**config.mk**
```make
export PLATFORM = sky130hd
export DESIGN_NAME = bcd_displays_seq
export DESIGN_NICKNAME = d
export VERILOG_FILES = /design/src/rtl/bcd_displays_seq.sv
export SDC_FILE = /design/constraint.sdc
export NUM_CORES = 1
export LEC_CHECK = 0
export CORE_ASPECT_RATIO = 1.25
export CORE_UTILIZATION = 55
export CTS_BUF_LIST = sky130_fd_sc_hd__clkbuf_4
export DETAILED_ROUTE_END_ITERATION = 10
export PLACE_DENSITY = 0.82
export SLEW_MARGIN = 20
export SYNTH_ARGS = -nofsm -noshare
export SYNTH_HDL_FRONTEND = slang
export SYNTH_SLANG_ARGS = --single-unit
```
**constraint.sdc**
```tcl
create_clock -name clk -period 3 [get_ports clk]
set_clock_uncertainty 0.05 [all_clocks]
set_input_delay 0.6 -clock clk [delete_from_list [all_inputs] [get_ports clk]]
set_output_delay 0.6 -clock clk [all_outputs]
set_load 0.02 [all_outputs]
```
**src/rtl/bcd_displays_seq.sv**
```systemverilog
// bcd_displays_seq: sequential binary-to-seven-segment converter for N_DIG displays.
// A start/busy/done handshake launches a double-dabble conversion that consumes one
// input bit per clock. Segment patterns and the out-of-range flag are registered and
// held until the next conversion completes.
// Optional feature: define LZ_BLANK_EN to blank leading zero digits.
module bcd_displays_seq #(
   parameter int N_in  = 10,
   parameter int N_DIG = 4
) (
   input  logic                 clk,
   input  logic                 rst,
   input  logic                 start,
   input  logic [N_in-1:0]      bin_in,
   output logic                 busy,
   output logic                 done,
   output logic                 ovf,
   output logic [7*N_DIG-1:0]   D_out
);

   localparam int BCD_W = 4 * N_DIG;
   localparam int CNT_W = $clog2(N_in + 1);
   // Wide enough to hold both the input value and 10^N_DIG (< 2^(4*N_DIG)).
   localparam int CMP_W = ((N_in > BCD_W) ? N_in : BCD_W) + 1;

   localparam logic [6:0] SEG_BLANK = 7'b1111111;
   localparam logic [6:0] SEG_DASH  = 7'b0111111;

   // 10^n evaluated at elaboration; multiply by 10 as (x<<3)+(x<<1) to stay in width.
   function automatic logic [CMP_W-1:0] pow10(input int n);
      logic [CMP_W-1:0] p;
      p = CMP_W'(1);
      for (int k = 0; k < n; k++) begin
         p = (p << 3) + (p << 1);
      end
      return p;
   endfunction

   localparam logic [CMP_W-1:0] OVF_LIMIT = pow10(N_DIG);

   // Active-low segment pattern {g,f,e,d,c,b,a} for one BCD digit.
   function automatic logic [6:0] seg7(input logic [3:0] d);
      logic [6:0] s;
      case (d)
         4'd0:    s = 7'b1000000;
         4'd1:    s = 7'b1111001;
         4'd2:    s = 7'b0100100;
         4'd3:    s = 7'b0110000;
         4'd4:    s = 7'b0011001;
         4'd5:    s = 7'b0010010;
         4'd6:    s = 7'b0000010;
         4'd7:    s = 7'b1111000;
         4'd8:    s = 7'b0000000;
         4'd9:    s = 7'b0010000;
         default: s = SEG_BLANK;
      endcase
      return s;
   endfunction

   typedef enum logic {IDLE, SHIFT} state_t;

   state_t               state_q, state_d;
   logic [N_in-1:0]      bin_q, bin_d;
   logic [BCD_W-1:0]     bcd_q, bcd_d;
   logic [CNT_W-1:0]     cnt_q, cnt_d;
   logic                 busy_q, busy_d;
   logic                 done_q, done_d;
   logic                 ovf_q, ovf_d;
   logic                 ovf_pend_q, ovf_pend_d;
   logic [7*N_DIG-1:0]   seg_q, seg_d;

   // Datapath of one double-dabble step.
   logic [BCD_W-1:0]       bcd_adj;
   logic [BCD_W+N_in-1:0]  comb_shift;
   logic [BCD_W-1:0]       bcd_shift;
   logic [N_in-1:0]        bin_shift;
   logic [7*N_DIG-1:0]     seg_dig;
   logic [7*N_DIG-1:0]     seg_lz;
   logic [7*N_DIG-1:0]     seg_final;

   genvar gi;
   generate
      for (gi = 0; gi < N_DIG; gi++) begin : g_adj
         assign bcd_adj[4*gi +: 4] = (bcd_q[4*gi +: 4] >= 4'd5) ?
                                     bcd_q[4*gi +: 4] + 4'd3 : bcd_q[4*gi +: 4];
      end
   endgenerate

   // Bits pushed past the top nibble fall off; ovf masks the display in that case.
   assign comb_shift = {bcd_adj, bin_q} << 1;
   assign bcd_shift  = comb_shift[BCD_W+N_in-1:N_in];
   assign bin_shift  = comb_shift[N_in-1:0];

   // Decode the accumulator as it will be after the final shift.
   generate
      for (gi = 0; gi < N_DIG; gi++) begin : g_dec
         assign seg_dig[7*gi +: 7] = seg7(bcd_shift[4*gi +: 4]);
`ifdef LZ_BLANK_EN
         if (gi == 0) begin : g_units
            assign seg_lz[6:0] = seg_dig[6:0];
         end else begin : g_upper
            // A digit is shown only if it or some more significant digit is nonzero.
            logic keep;
            assign keep = |bcd_shift[BCD_W-1:4*gi];
            assign seg_lz[7*gi +: 7] = keep ? seg_dig[7*gi +: 7] : SEG_BLANK;
         end
`else
         assign seg_lz[7*gi +: 7] = seg_dig[7*gi +: 7];
`endif
      end
   endgenerate

   assign seg_final = ovf_pend_q ? {N_DIG{SEG_DASH}} : seg_lz;

   // Next-state logic: accept a start in IDLE, run N_in shift steps in SHIFT.
   always_comb begin
      state_d    = state_q;
      bin_d      = bin_q;
      bcd_d      = bcd_q;
      cnt_d      = cnt_q;
      busy_d     = busy_q;
      done_d     = 1'b0;
      ovf_d      = ovf_q;
      ovf_pend_d = ovf_pend_q;
      seg_d      = seg_q;
      case (state_q)
         IDLE: begin
            if (start) begin
               bin_d      = bin_in;
               bcd_d      = '0;
               cnt_d      = CNT_W'(N_in);
               busy_d     = 1'b1;
               ovf_pend_d = (CMP_W'(bin_in) >= OVF_LIMIT);
               state_d    = SHIFT;
            end
         end
         SHIFT: begin
            bin_d = bin_shift;
            bcd_d = bcd_shift;
            cnt_d = cnt_q - CNT_W'(1);
            if (cnt_q == CNT_W'(1)) begin
               state_d = IDLE;
               busy_d  = 1'b0;
               done_d  = 1'b1;
               ovf_d   = ovf_pend_q;
               seg_d   = seg_final;
            end
         end
         default: state_d = IDLE;
      endcase
   end

   // State and output registers with synchronous reset.
   always_ff @(posedge clk) begin
      if (rst) begin
         state_q    <= IDLE;
         bin_q      <= '0;
         bcd_q      <= '0;
         cnt_q      <= '0;
         busy_q     <= 1'b0;
         done_q     <= 1'b0;
         ovf_q      <= 1'b0;
         ovf_pend_q <= 1'b0;
         seg_q      <= {N_DIG{SEG_BLANK}};
      end else begin
         state_q    <= state_d;
         bin_q      <= bin_d;
         bcd_q      <= bcd_d;
         cnt_q      <= cnt_d;
         busy_q     <= busy_d;
         done_q     <= done_d;
         ovf_q      <= ovf_d;
         ovf_pend_q <= ovf_pend_d;
         seg_q      <= seg_d;
      end
   end

   assign busy  = busy_q;
   assign done  = done_q;
   assign ovf   = ovf_q;
   assign D_out = seg_q;

endmodule

```
Word-level counts from Yosys, hierarchy flattened:

Memory sizes are Yosys's and may differ from the RTL's. A register that Yosys moved wholly into a read port is not among the register bits.
Cells that the tools add are included.

* add/subtract/negate cells: 5
* multiply operators: 0
* divide/modulo/power cells: 0
* magnitude comparators: 4
* eq/ne operators: 3
* shifts and indexed selects: 0
* muxes and demuxes: 17
* bitwise operators: 1
* reductions and logical operators: 3

Operator list (count)
* $pmux W16 S2: 1
* $pmux W10 S2: 1
* $ge A4 B3 Y1 const B: 4
* $mux W16: 1
* $mux W4: 4
* $add A4 B2 Y4 const B: 3
* $mux W10: 1
* $pmux W4 S2: 1
* $mux W1: 5
* $eq A4 B1 Y1 const B: 1
* $pmux W1 S2: 2
* $reduce_and A2 Y1: 2
* $sub A4 B1 Y4 const B: 1
* $add A3 B2 Y3 const B: 1
* $mux W3: 1
* $ne A2 B1 Y1 const B: 1
* $ne A2 B2 Y1 const B: 1
* $reduce_or A2 Y1: 1
* $not A1 Y1: 1

* register bits: 33
* bits in latches: 0
* RAM bits: 0
* bits in read-only memories: 448
* output and inout port bits: 31
* logic and storage cells: 43
* memories kept: 4

Memory list
* (name not given): depth 16, width 7, rd ports 1, clocked after memory_dff 1, wr ports 0, RTL line 43 `case (d)`
* (name not given): depth 16, width 7, rd ports 1, clocked after memory_dff 1, wr ports 0, RTL line 43
* (name not given): depth 16, width 7, rd ports 1, clocked after memory_dff 1, wr ports 0, RTL line 43
* (name not given): depth 16, width 7, rd ports 1, clocked after memory_dff 1, wr ports 0, RTL line 43

Logic depth before layout (Yosys ltp):

Gate-level depths: netlist of run 1.

* word-level depth: 3
* mapped depth: 13

Worst setup path after synthesis of run 1:

Ideal clock, no wire load.

* path kind: register to register
* start: reg bcd_q[8]
* end: reg seg_q[27] (netlist: D_out[27])
* data arrival time: 2263 ps
* required time: 2880 ps
* slack: 617 ps
* cell stages (with the launch flop): 11
* path buffers: 0
* clock period less this slack: 2383 ps
* cell sequence: dfxtp_1 -> inv_1 -> ha_1 -> and2b_2 -> or3_4 -> nand2_2 -> ha_1 -> nand2b_1 -> a311oi_1 -> or3_1 -> a21oi_1

* cells in the longest elaborated chain, start to end: 2

Ends and longest elaborated chain
* start: declaration: RTL line 63 `logic [BCD_W-1:0] bcd_q, bcd_d;`
* start signal: assignment: RTL line 157 `bcd_q <= '0;`
* start signal: assignment: RTL line 167 `bcd_q <= bcd_d;`
* $add A4 B2 Y4 / $ge A4 B3 Y1 (equally long branches): RTL line 84, 83
* $mux W4 *: RTL line 83 `assign bcd_adj[4*gi +: 4] = (bcd_q[4*gi +: 4] >= 4'd5) ?`
* end: declaration: RTL line 69 `logic [7*N_DIG-1:0] seg_q, seg_d;`

Mark *: on every way between the ends. The rest lies on a longest branch, timed or not.
A chain may end at the register's enable or synchronous reset.

Worst setup path in the final report of run 1:

* start: reg bcd_q[12]
* end: reg seg_q[27] (netlist: D_out[27])

* cells in the longest elaborated chain, start to end: 2

Ends and longest elaborated chain (RTL line)
* $ge A4 B3 Y1 / $add A3 B2 Y3 (equally long branches): 83, 84
* $mux W3 *: 83

Marks and branches as above.

==> results of run 1 <==
-- cells in the mapped netlist (all sizes together), types with 2 or more instances --
cell type	n
a211oi	7
a21boi	3
a21o	3
a21oi	63
a22oi	2
a31oi	5
and2	3
buf	16
clkbuf	13
dfxtp	61
ha	16
inv	20
mux2i	15
nand2	30
nand2b	9
nand3	3
nand3b	2
nand4bb	2
nor2	60
nor2b	3
nor3	19
nor3b	9
o211ai	3
o21a	5
o21ai	29
o221ai	2
o22a	3
o22ai	2
o31a	2
o31ai	6
o32a	3
o32ai	2
or3	7
-- tightest hold or removal path: stages (launching register included) --
cell	delay (ps)
sky130_fd_sc_hd__dfxtp_1	330
sky130_fd_sc_hd__a21oi_1	60
sky130_fd_sc_hd__o31ai_1	50
-- stage by stage --
stage                     area, µm²  total power (µW)  cells  hold WS, ps  setup slack [ps]
after floorplan                3520               973    445          404               617
after global placement         3960              1030    549          402               464
after detailed placement       3960              1030    549          404               331
after CTS                      4080              1560    563          427               313
after global routing           4080              1620    563          463               104
final                          4080              1550    563          421               300
-- cells by family after synthesis --
| family | count (synthesis) |
|---|---|
| compound gates | 147 |
| xor+xnor | 1 |
| fa+ha+maj | 16 |
| buf+inv | 49 |
| flops | 61 |
| mux | 16 |
| other cells | 1 |
| simple gates | 154 |
-- registers in the layout, summed over array words and instances, names as in the netlist --
signal   count
bcd_q       16
done         1
cnt_q        4
busy         1
D_out       28
bin_q       10
state_q      1
-- cell type report --
| type | count | area [µm²] |
|---|---|---|
| Timing Repair Buffer | 48 | 465 |
| Clock buffer | 10 | 75.1 |
| Inverter | 20 | 75.1 |
| Clock inverter | 4 | 41.3 |
| Fill cell | 547 | 2090 |
| Multi-Input combinational cell | 335 | 2090 |
| Tap cell | 85 | 106 |
| Sequential cell | 61 | 1220 |
-- layout by cell type, fill, tap and decap left out, types with 7 or more instances in the layout --
cell type                          n
sky130_fd_sc_hd__a21oi_1          61
sky130_fd_sc_hd__clkbuf_4         10
sky130_fd_sc_hd__clkdlybuf4s50_1  42
sky130_fd_sc_hd__dfxtp_1          60
sky130_fd_sc_hd__ha_1             16
sky130_fd_sc_hd__inv_1            17
sky130_fd_sc_hd__mux2i_1          15
sky130_fd_sc_hd__nand2_1          28
sky130_fd_sc_hd__nand2b_1          8
sky130_fd_sc_hd__nor2_1           60
sky130_fd_sc_hd__nor3_1           19
sky130_fd_sc_hd__nor3b_1           8
sky130_fd_sc_hd__o21ai_0           7
sky130_fd_sc_hd__o21ai_1          20
-- routing by layer --
layer / routed length, µm / track usage / vias to the layer above
met3: 365 / 0.0511 / 19
met2: 4100 / 0.431 / 82
met4: 227 / 0.133 / 0
met1: 3390 / 0.301 / 1531
met5: 0 / 0 / -
li1: - / - / 1643
-- worst min path at each step --
stage	startpoint	to	slack (ps)	cells after the start
floorplan	bin_q[0]	bin_q[1]	400	2
global placement	D_out[26]	D_out[26]	400	2
detailed placement	D_out[19]	D_out[19]	400	2
CTS	D_out[19]	D_out[19]	430	2
global route	D_out[11]	D_out[11]	460	1
finish	D_out[19]	D_out[19]	420	2
-- power by group through the flow --
stage	sequential [µW]	combinational, µW	clock, µW
floorplan	879	93.9	0
detailed placement	878	155	0
CTS	859	156	549
global route	864	171	587
global placement	876	152	0
finish	859	155	538
==> reports/results.md, run 1 <==
| Metric | Value | Unit |
|:---|:---|:---|
| Status | finished, final reports clean | - |
| Worst EP arrival | 2960 | ps |
| Avg Cell Area, Syn | 7.91 | µm² |
| Leakage | 0.00155 | µW |
| Synth Flop Type | sky130_fd_sc_hd__dfxtp_1 | - |
| Synth Area in XOR/XNOR | 0.00249 | - |
| Worst Setup Start Kind | register | - |
| Comb pwr share | 0.100 | - |
| Core box area | 6170 | µm² |
| Warnings, synthesis | 0 | - |
| Number of failing hold endpoints at the final stage | 0 | - |
| HPWL after detailed placement | 5.75 | mm |
| Worst-case reg-to-reg path depth | 10 | - |
| Clk Tree Root Cell | sky130_fd_sc_hd__clkbuf_4 | - |
| Std cell rows | 32 | - |
| Final wirelength | 8.08 | mm |
| Die height | 91.5 | µm |
| Clock power frac | 0.346 | - |
| GRT Residual Overflow | 0 | - |
| Count of hold-fix buffers inserted at cts | 0 | - |
| TritonCTS clock tree | built | - |
| Synth Net Count | 474 | - |
| Minimum period implied by the final worst setup slack | 2700 | ps |
| Post-layout util | 0.661 | - |
| Internal power | 1150 | µW |
| Number of antenna diodes | 0 | - |
| Total setup buffers inserted after CTS | 0 | - |
| Final setup violation count | 0 | - |
| Layout overhead on the synthesized area | 15.7 | % |
| Critical path cell sequence | inv_1, ha_1, nor2b_1, o31ai_1, nor2_1, ha_1, nand2b_1, a311oi_1, or3_1, a21oi_1 | - |
| Cell variety after synth | 66 | - |
| Critical path start-end classification | reg2reg | - |
| Internal reg-to-reg setup slack | 300 | ps |
| Largest cells by area after synthesis | sky130_fd_sc_hd__dfxtp_1 (35%), sky130_fd_sc_hd__a21oi_1 (8.7%), sky130_fd_sc_hd__nor2_1 (6.4%) | - |
| Area share of and/or/nand/nor cells after synthesis | 0.217 | - |
| Num ports | 44 | - |
| Post-synthesis instance area | 3520 | µm² |
| Critical path launch point | bcd_q[12] | - |
| Slowest CP cell | sky130_fd_sc_hd__dfxtp_1 | - |
| Number of buffers added on ports | 42 | - |
| Number of H-tree levels | 3 | - |
| Tcrit/Tclk final | 0.900 | - |
| Number of enable flip-flop cells after synthesis | 0 | - |
| Capture point of the worst path | D_out[27] | - |
| Setup TNS | 0 | ps |
| First-pass GRT wire length | 13.4 | mm |
| VDD IR max | 277 | µV |
| Endpoint of the worst register-to-register path | D_out[27] | - |
| Area fraction in compound gates after synthesis | 0.270 | - |
| Number of gates on the worst path with buffers counted | 10 | - |
| Number of sinks on the clock net | 61 | - |
| DR pass1 iterations | 4 | - |
| Async set-reset flop share out of synthesis | 0 | - |
| # nets final | 504 | - |
| Post-cts repair resize count | 0 | - |
| Gate count of the mapped netlist | 445 | - |
| Fraction of layout instances using a drive strength above 1 | 0.0837 | - |
| Most frequent cell on the critical path | sky130_fd_sc_hd__ha_1 | - |
| Total number of vias | 3275 | - |
| CTS clk-pin slew, worst paths | 100 | ps |
| Combinational family with the most area after synthesis | compound AO/OA/AOI/OAI gates | - |
| RePlAce Congestion | 0.918 | - |
| Number of design-rule violations left by the first detailed-router iteration | 259 | - |
| Seq pwr share | 0.554 | - |
| Slew at the pin closest to its max-slew limit | 797 | ps |
| Hold Crit Class | reg2reg | - |
| Net switching fraction of the power | 0.258 | - |
| Clk Latency, worst-skew pair | 410 | ps |
| Max FO, Critical Path | 10 | - |
| Fraction of synthesized area in multiplexers | 0.0458 | - |
| Vias per inst | 5.82 | - |
| Cell taking the most area after synthesis | sky130_fd_sc_hd__dfxtp_1 | - |
| Highest achievable clock rate | 370 | MHz |
| Detailed-route DRC error count | 0 | - |
| Number of CTS-inserted buffers | 9 | - |
| DRT antenna net count | 0 | - |
| Post-detailed-route wirelength per cell | 14.4 | µm |
| Via count of the first global-routing pass | 3024 | - |
| Die outline area | 6730 | µm² |
| Number of antenna violations at the first check in global routing | 0 | - |
| Maximum number of pins on one net before global-route repair | 45 | - |
| CP top delay family | adder cells | - |
| Adder and majority cell fraction of the synthesized area | 0.0569 | - |
| Switching power total | 400 | µW |
| Starting density of the core | 0.571 | - |
| Clk buf depth | 2 | - |
| Power density normalized to cell area | 381 | nW/µm² |
| Horizontal die dimension | 73.6 | µm |
| Setup repair after global routing missed its margin | no | - |
| Required time worst endpoint | 3260 | ps |
| Largest stage delay on the critical path | 520 | ps |
| Share of the synthesized area in the top cell type | 0.347 | - |
| Number of slew-limit violations in the final report | 0 | - |
| Type of destination of the critical path | register | - |
| Max-slew headroom | 0.463 | - |
| Synthesized flop and latch total | 61 | - |
| Share of the yosys chip area belonging to registers | 0.347 | - |
| Global Route Usage Sum | 0.257 | - |
| Crit path buffers/inverters | 1 | - |
| Worst reg2reg startpoint | bcd_q[12] | - |
| Reported max-cap violation count | 0 | - |
No activity file was read; power rests on OpenSTA's default activity.
==> run 2, diff against run 1 <==
--- a/config.mk
+++ b/config.mk
@@ -10,6 +10,7 @@
 export CTS_BUF_LIST = sky130_fd_sc_hd__clkbuf_4
 export DETAILED_ROUTE_END_ITERATION = 10
 export PLACE_DENSITY = 0.82
+export SKIP_LAST_GASP = 1
 export SLEW_MARGIN = 20
 export SYNTH_ARGS = -nofsm -noshare
 export SYNTH_HDL_FRONTEND = slang
==> results of run 2 <==
No change in the layout: final DEF, timing and power equal those of run 1.
==> run 3, diff against run 2 <==
--- a/config.mk
+++ b/config.mk
@@ -9,7 +9,8 @@
 export CORE_UTILIZATION = 55
 export CTS_BUF_LIST = sky130_fd_sc_hd__clkbuf_4
 export DETAILED_ROUTE_END_ITERATION = 10
-export PLACE_DENSITY = 0.82
+export DONT_BUFFER_PORTS = 1
+export PLACE_DENSITY = 0.73
 export SKIP_LAST_GASP = 1
 export SLEW_MARGIN = 20
 export SYNTH_ARGS = -nofsm -noshare
==> reports/results.md, run 3 (same netlist as run 1, synthesis figures left out) <==
| Metric | Value | Unit |
|:---|:---|:---|
| Maximum number of pins on one net before global-route repair | 61 | - |
| Number of antenna diodes | 0 | - |
| Post-cts repair resize count | 0 | - |
| Tcrit/Tclk final | 0.928 | - |
| Highest achievable clock rate | 359 | MHz |
| Most frequent standard cell in the layout excluding fill and tap cells | sky130_fd_sc_hd__a21oi_1 | - |
| Die outline area | 6730 | µm² |
| Fraction of layout instances using a drive strength above 1 | 0.0899 | - |
| Met2 demand-to-capacity share in global routing | 0.420 | - |
| Clk buf depth | 2 | - |
| Post-detailed-route wirelength per cell | 15.0 | µm |
| Endpoint of the worst register-to-register path | D_out[27] | - |
| DRT antenna net count | 0 | - |
| Total setup buffers inserted after CTS | 0 | - |
| HPWL after detailed placement | 5.35 | mm |
| Beginning of the worst hold path | rst | - |
| Internal reg-to-reg setup slack | 220 | ps |
| Number of failing hold endpoints at the final stage | 0 | - |
| GRT met3 Usage | 0.0610 | - |
| TritonCTS clock tree | built | - |
| RePlAce Congestion | 0.941 | - |
| Layout overhead on the synthesized area | 4.69 | % |
| Leakage | 0.00139 | µW |
| Starting density of the core | 0.571 | - |
| Number of flip-flops under the largest register name | 28 | - |
| Count of hold-fix buffers inserted at cts | 0 | - |
| Most frequent cells in the layout | sky130_fd_sc_hd__a21oi_1 (61), sky130_fd_sc_hd__dfxtp_1 (60), sky130_fd_sc_hd__nor2_1 (60), sky130_fd_sc_hd__nand2_1 (28), sky130_fd_sc_hd__o21ai_1 (20) | - |
| Worst Setup Start Kind | register | - |
| VDD IR max | 277 | µV |
| Std cell rows | 32 | - |
| Die height | 91.5 | µm |
| # nets final | 459 | - |
| Vias per inst | 5.95 | - |
| Worst hold margin | 192 | ps |
| Final wirelength | 7.78 | mm |
| Global-route track usage on met1 | 0.298 | - |
| Number of antenna violations at the first check in global routing | 0 | - |
| Worst EP arrival | 3030 | ps |
| Clk Latency, worst-skew pair | 420 | ps |
| Number of CTS-inserted buffers | 9 | - |
| Switching power total | 392 | µW |
| Max FO, Critical Path | 10 | - |
| Worst Hold Endpoint | bcd_q[9] | - |
| Placement Cell Area | 3520 | µm² |
| Core box area | 6170 | µm² |
| Power density normalized to cell area | 454 | nW/µm² |
| Final setup violation count | 0 | - |
| Number of cells on the worst hold path | 1 | - |
| Total number of vias | 3089 | - |
| Comb pwr share | 0.055 | - |
| CTS clk-pin slew, worst paths | 110 | ps |
| Number of H-tree levels | 3 | - |
| DR pass1 iterations | 4 | - |
| Fillers | 590 | - |
| Internal power | 1280 | µW |
| Clock power frac | 0.428 | - |
| Slew at the pin closest to its max-slew limit | 783 | ps |
| Num ports | 44 | - |
| First-pass GRT wire length | 13.2 | mm |
| Setup repair after global routing missed its margin | no | - |
| Detailed-route DRC error count | 0 | - |
| Setup TNS | 0 | ps |
| Type of destination of the critical path | register | - |
| Number of sinks on the clock net | 61 | - |
| Number of design-rule violations left by the first detailed-router iteration | 153 | - |
| Clk Tree Root Cell | sky130_fd_sc_hd__clkbuf_4 | - |
| Reported max-cap violation count | 0 | - |
| Horizontal die dimension | 73.6 | µm |
| Worst-case reg-to-reg path depth | 11 | - |
| Required time worst endpoint | 3250 | ps |
| Hold Crit Class | in2reg | - |
| Critical path start-end classification | reg2reg | - |
| Area taken by flip-flops and latches | 1220 | µm² |
| Max-slew headroom | 0.472 | - |
| Status | finished, final reports clean | - |
| Number of slew-limit violations in the final report | 0 | - |
| Minimum period implied by the final worst setup slack | 2780 | ps |
| GRT Residual Overflow | 0 | - |
| Global Route Usage Sum | 0.253 | - |
| Area of combinational cells with multiple inputs | 2090 | µm² |
| Seq pwr share | 0.517 | - |
| Summed area of non-filler cells in the final layout | 3690 | µm² |
| Worst reg2reg startpoint | bcd_q[12] | - |
| Gr busiest metal | met2 | - |
| Number of buffers added on ports | 0 | - |
| Net switching fraction of the power | 0.234 | - |
| Via count of the first global-routing pass | 2873 | - |
run 3: cell count changes in the layout (fill, tap and decap cells not counted), sizes merged:
cell | before | now
clkbuf | 10 | 9
bufinv | 1 | 3
clkdlybuf4s50 | 42 | 0
buf | 6 | 3
run 3: power groups by stage:
stage	registers [µW]	logic (µW)	clock network, µW
5_1_grt	870	106	772
2_1_floorplan	879	93.9	0
6_report	866	91.8	718
3_3_place_gp	884	91.1	0
4_1_cts	866	92.7	735
3_5_place_dp	885	92.3	0
run 3: through the flow:
step / utilization / power [µW] / setup slack (ps) / cells
5_1_grt: 0.598 / 1750 / 46.1 / 519
3_3_place_gp: 0.570 / 975 / 447 / 504
4_1_cts: 0.598 / 1690 / 271 / 519
2_1_floorplan: - / 973 / 617 / 445
6_report: 0.598 / 1680 / 217 / 519
3_5_place_dp: 0.570 / 977 / 311 / 504
run 3: worst max-delay path, stage by stage, from the launching register on:
cell,delay (ps)
sky130_fd_sc_hd__dfxtp_1,520
sky130_fd_sc_hd__inv_1,190
sky130_fd_sc_hd__ha_1,340
sky130_fd_sc_hd__nor2b_1,180
sky130_fd_sc_hd__o31ai_1,280
sky130_fd_sc_hd__nor2_1,120
sky130_fd_sc_hd__ha_1,280
sky130_fd_sc_hd__nor2_1,130
sky130_fd_sc_hd__nor2_1,60
sky130_fd_sc_hd__a311oi_1,280
sky130_fd_sc_hd__or3_1,180
sky130_fd_sc_hd__a21oi_1,60
run 3: per-layer routing:
metal / wire, µm / vias to the layer above
met5: 0 / -
met4: 118 / 0
met3: 328 / 11
met2: 3890 / 58
met1: 3430 / 1468
li1: - / 1552
run 3: area by class of cell:
type                       count  share of cell area
timing repair buffer           3             0.00611
tap                           85              0.0289
clock inverter                 6              0.0278
multi-input combinational    335               0.567
sequential                    61               0.332
clock buffer                   9              0.0183
inverter                      20              0.0204
run 3: worst max path at each step:
stage	from	end	cells after the start
finish	bcd_q[12]	D_out[27]	11
floorplan	bcd_q[8]	D_out[27]	10
detailed placement	bcd_q[12]	D_out[27]	11
global placement	bcd_q[12]	D_out[27]	10
global route	bcd_q[12]	D_out[27]	10
CTS	bcd_q[12]	D_out[27]	11
